File: config.mk
export PLATFORM = sky130hd
export DESIGN_NAME = demux18_deser
export DESIGN_NICKNAME = d
export VERILOG_FILES = /design/src/rtl/demux18_deser.sv
export SDC_FILE = /design/constraint.sdc
export NUM_CORES = 1
export LEC_CHECK = 0
export CORE_MARGIN = 4
export CORE_UTILIZATION = 49
export DETAILED_ROUTE_END_ITERATION = 10
export GPL_TIMING_DRIVEN = 0
export PLACE_DENSITY = 0.76
export SLEW_MARGIN = 20
export SYNTH_ARGS = -nofsm -noshare
export SYNTH_HDL_FRONTEND = slang
export SYNTH_SLANG_ARGS = --single-unit
File: constraint.sdc
create_clock -name clk -period 1.5 [get_ports clk]
set_input_delay 0.3 -clock clk [delete_from_list [all_inputs] [get_ports clk]]
set_output_delay 0.3 -clock clk [all_outputs]
set_load 0.01 [all_outputs]
File: src/rtl/demux18_deser.sv
// demux18_deser: serial-to-parallel counterpart of the 8:1 multiplexer.
// Addressed mode steers each incoming bit to the output chosen by s.
// Framed mode collects eight bits in a shadow register, then updates all
// outputs at once and raises a one-cycle valid strobe.
module demux18_deser #(
   parameter bit LSB_FIRST = 1'b1
) (
   input  logic       clk,
   input  logic       rst_n,
   input  logic       d,
   input  logic       en,
   input  logic       mode,
   input  logic [2:0] s,
   input  logic       sync,
   output logic       a,
   output logic       b,
   output logic       c,
   output logic       d_o,
   output logic       e,
   output logic       f,
   output logic       g,
   output logic       h,
   output logic       valid,
   output logic [2:0] idx,
   output logic       frame_err
);

   // Registered state
   logic [7:0] out_r;
   logic [7:0] shadow_r;
   logic [2:0] idx_r;
   logic       valid_r;
   logic       frame_err_r;
   logic       mode_q_r;

   // Next-state values
   logic [7:0] out_nxt_s;
   logic [7:0] shadow_nxt_s;
   logic [2:0] idx_nxt_s;
   logic       valid_nxt_s;
   logic       frame_err_nxt_s;

   // Helpers
   logic [2:0] pos_s;
   logic [2:0] first_pos_s;
   logic [7:0] shadow_wr_s;
   logic       mode_chg_s;

   // Bit position within the frame for the current index, honouring bit order.
   always_comb begin
      pos_s       = 3'd0;
      first_pos_s = 3'd0;
      shadow_wr_s = shadow_r;
      if (LSB_FIRST) begin
         pos_s       = idx_r;
         first_pos_s = 3'd0;
      end else begin
         pos_s       = 3'd7 - idx_r;
         first_pos_s = 3'd7;
      end
      shadow_wr_s[pos_s] = d;
   end

   assign mode_chg_s = (mode != mode_q_r);

   // Next-state logic for both modes; a mode change only clears framing state.
   always_comb begin
      out_nxt_s       = out_r;
      shadow_nxt_s    = shadow_r;
      idx_nxt_s       = idx_r;
      valid_nxt_s     = 1'b0;
      frame_err_nxt_s = 1'b0;
      if (mode_chg_s) begin
         idx_nxt_s    = 3'd0;
         shadow_nxt_s = 8'h00;
      end else if (!mode) begin
         idx_nxt_s = 3'd0;
         if (en) begin
            out_nxt_s[s] = d;
         end else begin
            out_nxt_s = out_r;
         end
      end else begin
         case ({en, sync})
            2'b10: begin
               shadow_nxt_s = shadow_wr_s;
               idx_nxt_s    = idx_r + 3'd1;
               if (idx_r == 3'd7) begin
                  out_nxt_s   = shadow_wr_s;
                  valid_nxt_s = 1'b1;
               end else begin
                  out_nxt_s   = out_r;
                  valid_nxt_s = 1'b0;
               end
            end
            2'b11: begin
               // Bit carried with sync starts a fresh frame.
               shadow_nxt_s              = 8'h00;
               shadow_nxt_s[first_pos_s] = d;
               idx_nxt_s                 = 3'd1;
               frame_err_nxt_s           = (idx_r != 3'd0);
            end
            2'b01: begin
               shadow_nxt_s    = 8'h00;
               idx_nxt_s       = 3'd0;
               frame_err_nxt_s = (idx_r != 3'd0);
            end
            default: begin
               shadow_nxt_s = shadow_r;
               idx_nxt_s    = idx_r;
            end
         endcase
      end
   end

   // State register with synchronous active-low reset.
   always_ff @(posedge clk) begin
      if (!rst_n) begin
         out_r       <= 8'h00;
         shadow_r    <= 8'h00;
         idx_r       <= 3'd0;
         valid_r     <= 1'b0;
         frame_err_r <= 1'b0;
         mode_q_r    <= mode;
      end else begin
         out_r       <= out_nxt_s;
         shadow_r    <= shadow_nxt_s;
         idx_r       <= idx_nxt_s;
         valid_r     <= valid_nxt_s;
         frame_err_r <= frame_err_nxt_s;
         mode_q_r    <= mode;
      end
   end

   assign a         = out_r[0];
   assign b         = out_r[1];
   assign c         = out_r[2];
   assign d_o       = out_r[3];
   assign e         = out_r[4];
   assign f         = out_r[5];
   assign g         = out_r[6];
   assign h         = out_r[7];
   assign valid     = valid_r;
   assign idx       = idx_r;
   assign frame_err = frame_err_r;

endmodule
==> results.md, run 1 <==
- Status: finished clean
- Syn_area_per_cell: 8.46 sq um
- CP Class: flip-flop to flip-flop
- Post-DP HPWL: 2060 um
- Nature of the critical path endpoint: flip-flop
- Hold Path Sink: idx[2]
- CTS Buffer Depth: 2
- Synth cell types: 36
- Tmin final: 1.47 ns
- Hold path depth: 2
- Initial core utilization: 52.3%
- Yosys Warn Count: 0
- Fin util: 70.3%
- Gate power share: 12.3%
- Switching Fraction: 23.5%
- Row count: 17
- Synthesis-to-layout area growth: 34.5%
- Root Buffer: clkbuf_4
- GRT Util Overall: 20.2%
- Post-Syn Area: 1170 sq um
- Fin Setup TNS: 0 ns
- Ys async rst share: 0%
- Drt pass-1 iters: 5
- Internal: 0.000919 W
- Final setup viols: 0
- Crit path DAT: 1.70 ns
- Syn Inst Count: 138
- Vias in the first global route: 1134
- CORE AREA: 2230 sq um
- IO buf count: 18
- Reg2Reg Capture Point: out_r[6]
- Commonest non-fill, non-tap cell in the layout: dfxtp_1
- CTS clk-pin slew, worst paths: 0.13 ns
- Grt ovf: 0
- R2R setup slack: 0.03 ns
- Most used flip-flop cell after synthesis: dfxtp_1
- CTS Buf Count: 3
- RSZ-0062 raised after global routing: true
- Post-synthesis net count: 150
- Starting DRT DRC Count: 47
- Fin crit share: 98.3%
- Worst R2R Start: mode_q_r
- Vias: 1179
- Power density over cell area: 765 nW/um^2
- Largest net degree at the start of global routing: 14
- DRC: 0
- Hold Crit Start: sync
- Fraction of layout cells with a size suffix above 1: 22.0%
- Hold crit path type: input port to flip-flop
- Number of antenna diodes: 0
- # hold bufs at CTS: 0
- Clk network pwr share: 38.3%
- CTS tree: yes
- Finished Layout Cells: 192
- Tightest Pin Transition: 0.424 ns
- WL final: 3160 um
- Worst Reg-to-Reg Cells: 4
- IO Pins: 22
- Vias per std cell: 6.14
- CP Launch Type: flip-flop
- Sequential power share: 49.4%
- Critical Path RT: 1.72 ns
- Chip Height: 56.8 um
- Footprint of the multi-input gates: 747 sq um
- Final Wtd Congestion: 0.766
- Lkg Pwr: 0.715 nW
- Initial antenna violation count: 0
- Flop and latch count out of synthesis: 22
- CTS H-tree lvls: 1
- Fillcell total: 173
- Final hold viol count: 0
- Max Cap Violations: 0
- Clk_lat worst skew: 0.31 ns
- Fin nets: 177
- Max Slew Vio Count: 0
- Achievable frequency: 678 MHz
- Seq/Total Area, Yosys: 37.7%
- Overall die area: 3230 sq um
- Crit-path max FO: 4
- Die Span X: 56.8 um
- DRT antenna net count: 0
- Post-synth EDFFs: 0
- Peak VDD IR: 0.756 mV
- Reg area: 444 sq um
- Most frequent cells in the layout: dfxtp_1 (21), o21ai_0 (17), dlygate4sd2_1 (11), nor2_1 (9), inv_1 (8)
- Avg WL per Cell: 16.5 um
- Rel. slew slack: 71.7%
- Clock sink count: 22
- Setup Skew: 0.00208 ns
- Top post-synthesis cells by area: dfxtp_1 (38%), o21ai_0 (9.0%), a22oi_1 (4.5%), nor2_1 (3.5%), ha_1 (3.2%)
- Yosys top cell area share: 37.7%
- Dpl cells: 184
- Cell taking the most area after synthesis: dfxtp_1
- Net Switching: 0.000282 W
- Global-route wire length before repair: 5210 um
==> state kept, by name, indices dropped and copies added (netlist names) <==
signal	count
valid	1
idx	3
shadow_r	8
mode_q_r	1
out_r	8
frame_err	1
==> per-layer routing <==
layer  GRT usage (%)  up-vias  routed length [um]  share of wire (%)
li1                -      570                   -                  -
met1            25.1      557                1390                 44
met2            35.0       40                1520                 48
met3            3.45       12                 177                5.6
met4            6.62        0                  80                2.5
met5               0        -                   0                  0
==> what timing repair did <==
| item | in CTS | in global routing |
|---|---|---|
| pin swaps | 2 | 2 |
| gates resized for setup | 26 | 24 |
| setup endpoints to repair | 25 | 20 |
| buffers inserted | 3 | 1 |
==> area by class of cell <==
type	instances	area share, %
Sequential cell	22	28.3
Buffer	9	3.51
Tap cell	28	2.23
Multi-Input combinational cell	99	47.6
Timing Repair Buffer	22	13.1
Clock inverter	1	1.91
Inverter	8	1.91
Clock buffer	3	1.43
==> worst max-delay path by stage <==
| stage | from | to | slack (ns) | cells past startpoint |
|---|---|---|---|---|
| after floorplan | idx[0] | out_r[0] | 0.09 | 5 |
| after global placement | mode | out_r[2] | -0.50 | 7 |
| after detailed placement | mode | out_r[2] | -0.53 | 7 |
| after CTS | idx[2] | out_r[2] | -0.01 | 5 |
| after global routing | mode_q_r | out_r[0] | -0.08 | 4 |
| final | mode_q_r | out_r[6] | 0.03 | 4 |
==> metrics by stage <==
stage / hold slack [ns] / setup slack, ns / power, W / cell area (sq um)
after detailed placement: 0.482 / -0.530 / 0.000729 / 1380
after CTS: 0.267 / -0.0131 / 0.00119 / 1490
after global routing: 0.293 / -0.0776 / 0.00124 / 1570
after floorplan: 0.328 / 0.0899 / 0.000682 / 1170
final: 0.270 / 0.0258 / 0.00120 / 1570
after global placement: 0.452 / -0.497 / 0.000726 / 1380
==> critical path, cell delays in order (launching register included) <==
cell      delay [ns]
dfxtp_4         0.37
or4b_4          0.61
o22ai_4         0.14
o311ai_2        0.12
o211a_1         0.14
==> synthesized netlist by cell type (all sizes together), types with 2 or more instances <==
| cell | n |
|---|---|
| ha | 3 |
| o32ai | 2 |
| nand2 | 5 |
| inv | 8 |
| o211a | 2 |
| nand3b | 3 |
| nand3 | 4 |
| o21ai | 21 |
| nor2 | 11 |
| dfxtp | 22 |
| a22oi | 7 |
| o22ai | 4 |
| o31ai | 4 |
| nor3b | 3 |
| clkbuf | 6 |
| nor3 | 6 |
| and3b | 3 |
| buf | 3 |
| o311a | 2 |
| a21oi | 5 |
| mux2i | 3 |
==> kinds of logic (layout without fill, tap and decap cells) <==
family | Yosys count | in the layout | share of synthesized area [%]
muxes | 3 | 3 | 2.57
buffers and inverters | 17 | 43 | 6.43
adders and majority gates | 3 | 3 | 3.22
DFF | 22 | 22 | 37.7
and+or+nand+nor | 40 | 40 | 20.2
AOI/OAI and AO/OA | 52 | 52 | 29.2
xor gates and xnor gates | 1 | 1 | 0.750
==> power by group through the flow <==
stage	Combinational, W	Clock (W)	Sequential, W
3_3_place_gp	0.000119	0	0.000607
5_1_grt	0.000160	0.000488	0.000594
4_1_cts	0.000133	0.000460	0.000594
6_report	0.000148	0.000460	0.000593
2_1_floorplan	0.0000732	0	0.000608
3_5_place_dp	0.000122	0	0.000607
Power figures use the tool's default switching activity.
==> run 2, diff against run 1 <==
- SETUP_SLACK_MARGIN: not set -> 0.1
==> results.md, run 2 (synthesis gave the netlist of run 1 again) <==
- Status: finished clean
- Reg2Reg Capture Point: out_r[6]
- Largest net degree at the start of global routing: 12
- RSZ-0062 raised after global routing: true
- Setup Skew: 0.00130 ns
- CTS tree: yes
- CTS Buffer Depth: 2
- Fillcell total: 191
- Drt pass-1 iters: 4
- Peak VDD IR: 0.677 mV
- DRT antenna net count: 0
- GRT Util Overall: 19.0%
- Internal: 0.000745 W
- Achievable frequency: 693 MHz
- Vias per std cell: 6.13
- Worst setup margin: 0.0574 ns
- Hold path depth: 2
- Synthesis-to-layout area growth: 34.4%
- Number of antenna diodes: 0
- Global-route wire length before repair: 4910 um
- Power density over cell area: 642 nW/um^2
- Fin nets: 178
- Crit path cell chain: or4b_4 -> o22ai_4 -> o311ai_2 -> o211a_1
- Clock sink count: 22
- Post-DP HPWL: 2010 um
- Tightest Pin Transition: 0.419 ns
- Worst Reg-to-Reg Cells: 4
- Crit-path max FO: 4
- Chip Height: 56.8 um
- Vias in the first global route: 1086
- Starting DRT DRC Count: 42
- Nature of the critical path endpoint: flip-flop
- Hold Crit Start: sync
- Pre-CTS WS: -0.460 ns
- Final hold viol count: 0
- GRT met2 Usage: 31.4%
- Grt ovf: 0
- Max Cap Violations: 0
- Initial antenna violation count: 0
- IO Pins: 22
- CP Class: flip-flop to flip-flop
- Vias: 1176
- Most frequent cells in the layout: dfxtp_1 (18), o21ai_0 (17), dlygate4sd2_1 (15), nor2_1 (9), inv_1 (8)
- Fin util: 70.3%
- WHS: 0.273 ns
- Commonest non-fill, non-tap cell in the layout: dfxtp_1
- Rel. slew slack: 72.1%
- Clk_lat worst skew: 0.31 ns
- Hold crit path type: input port to flip-flop
- Fin Setup TNS: 0 ns
- Slowest CP cell: or4b_4
- Overall die area: 3230 sq um
- Top Usage Layer GRT: met2
- Lkg Pwr: 0.659 nW
- Clk network pwr share: 26.2%
- Slowest Stage Delay on Critical Path: 0.58 ns
- Worst R2R Start: mode_q_r
- Reg area: 448 sq um
- Hold Path Sink: idx[2]
- Final Wtd Congestion: 0.772
- Footprint of the multi-input gates: 773 sq um
- Max Slew Vio Count: 0
- Avg WL per Cell: 15.6 um
- DRC: 0
- IO buf count: 18
- Crit path DAT: 1.66 ns
- CP Launch Type: flip-flop
- Final setup viols: 0
- GR Util met3: 2.76%
- Switching Fraction: 26.0%
- Initial core utilization: 52.3%
- Root Buffer: clkbuf_4
- Critical Path RT: 1.72 ns
- Sequential power share: 58.8%
- CTS clk-pin slew, worst paths: 0.11 ns
- CTS Buf Count: 3
- Global routing usage on met1: 24.8%
- CTS H-tree lvls: 1
- Gate power share: 15.0%
- Fraction of layout cells with a size suffix above 1: 25.0%
- R2R setup slack: 0.06 ns
- Net Switching: 0.000262 W
- Fin crit share: 96.2%
- Row count: 17
- WL final: 2990 um
- Tmin final: 1.44 ns
- Die Span X: 56.8 um
- CORE AREA: 2230 sq um
run 2: area by class of cell:
class / count / area share, %
Clock buffer: 3 / 1.44
Sequential cell: 22 / 28.5
Multi-Input combinational cell: 99 / 49.3
Timing Repair Buffer: 23 / 12.7
Buffer: 9 / 3.91
Tap cell: 28 / 2.23
Inverter: 8 / 1.91
run 2: layer usage:
layer,up-vias,routed length (um),part of all wire (%)
met5,-,0,0
met4,0,39,1.3
met3,6,213,7.1
met2,37,1410,47
met1,565,1330,44
li1,568,-,-
run 2: worst max-delay path by stage:
stage,startpoint,endpoint,slack [ns],cells past startpoint
final,mode_q_r,out_r[6],0.06,4
after global routing,mode_q_r,out_r[6],0.005,4
after CTS,idx[0],shadow_r[1],0.0007,5
after detailed placement,mode,out_r[2],-0.46,7
after global placement,mode,out_r[2],-0.49,7
after floorplan,mode_q_r,out_r[4],0.11,4
run 2: power by group through the flow:
stage	Clock, W	Sequential (W)	Combinational, W
global placement	0	0.000607	0.000118
detailed placement	0	0.000608	0.000121
finish	0.000264	0.000592	0.000151
floorplan	0	0.000609	0.0000733
CTS	0.000266	0.000592	0.000138
global route	0.000290	0.000593	0.000165
run 2: stage by stage:
| step | total power [W] | instances | instance area [sq um] |
|---|---|---|---|
| after floorplan | 0.000682 | 138 | 1170 |
| after global placement | 0.000725 | 184 | 1390 |
| after detailed placement | 0.000728 | 184 | 1390 |
| after CTS | 0.000995 | 191 | 1490 |
| after global routing | 0.00105 | 192 | 1570 |
| final | 0.00101 | 192 | 1570 |
run 2: critical path, delay by kind of cell (launching register included):
kind	cells	cell delay, ns
DFF	1	0.36
and+or+nand+nor	1	0.58
AOI/OAI and AO/OA	3	0.42
run 2: what timing repair did:
item,CTS,global route
endpoints found under the setup margin,30,18
setup buffers,4,1
pin swaps,5,3
hold buffers,0,0
gates cloned,0,0
resized for setup,38,21
==> run 3, diff against run 2 <==
- HOLD_SLACK_MARGIN: not set -> 0.06
==> results of run 3 <==
Final layout, timing and power as in run 2 (identical DEF).
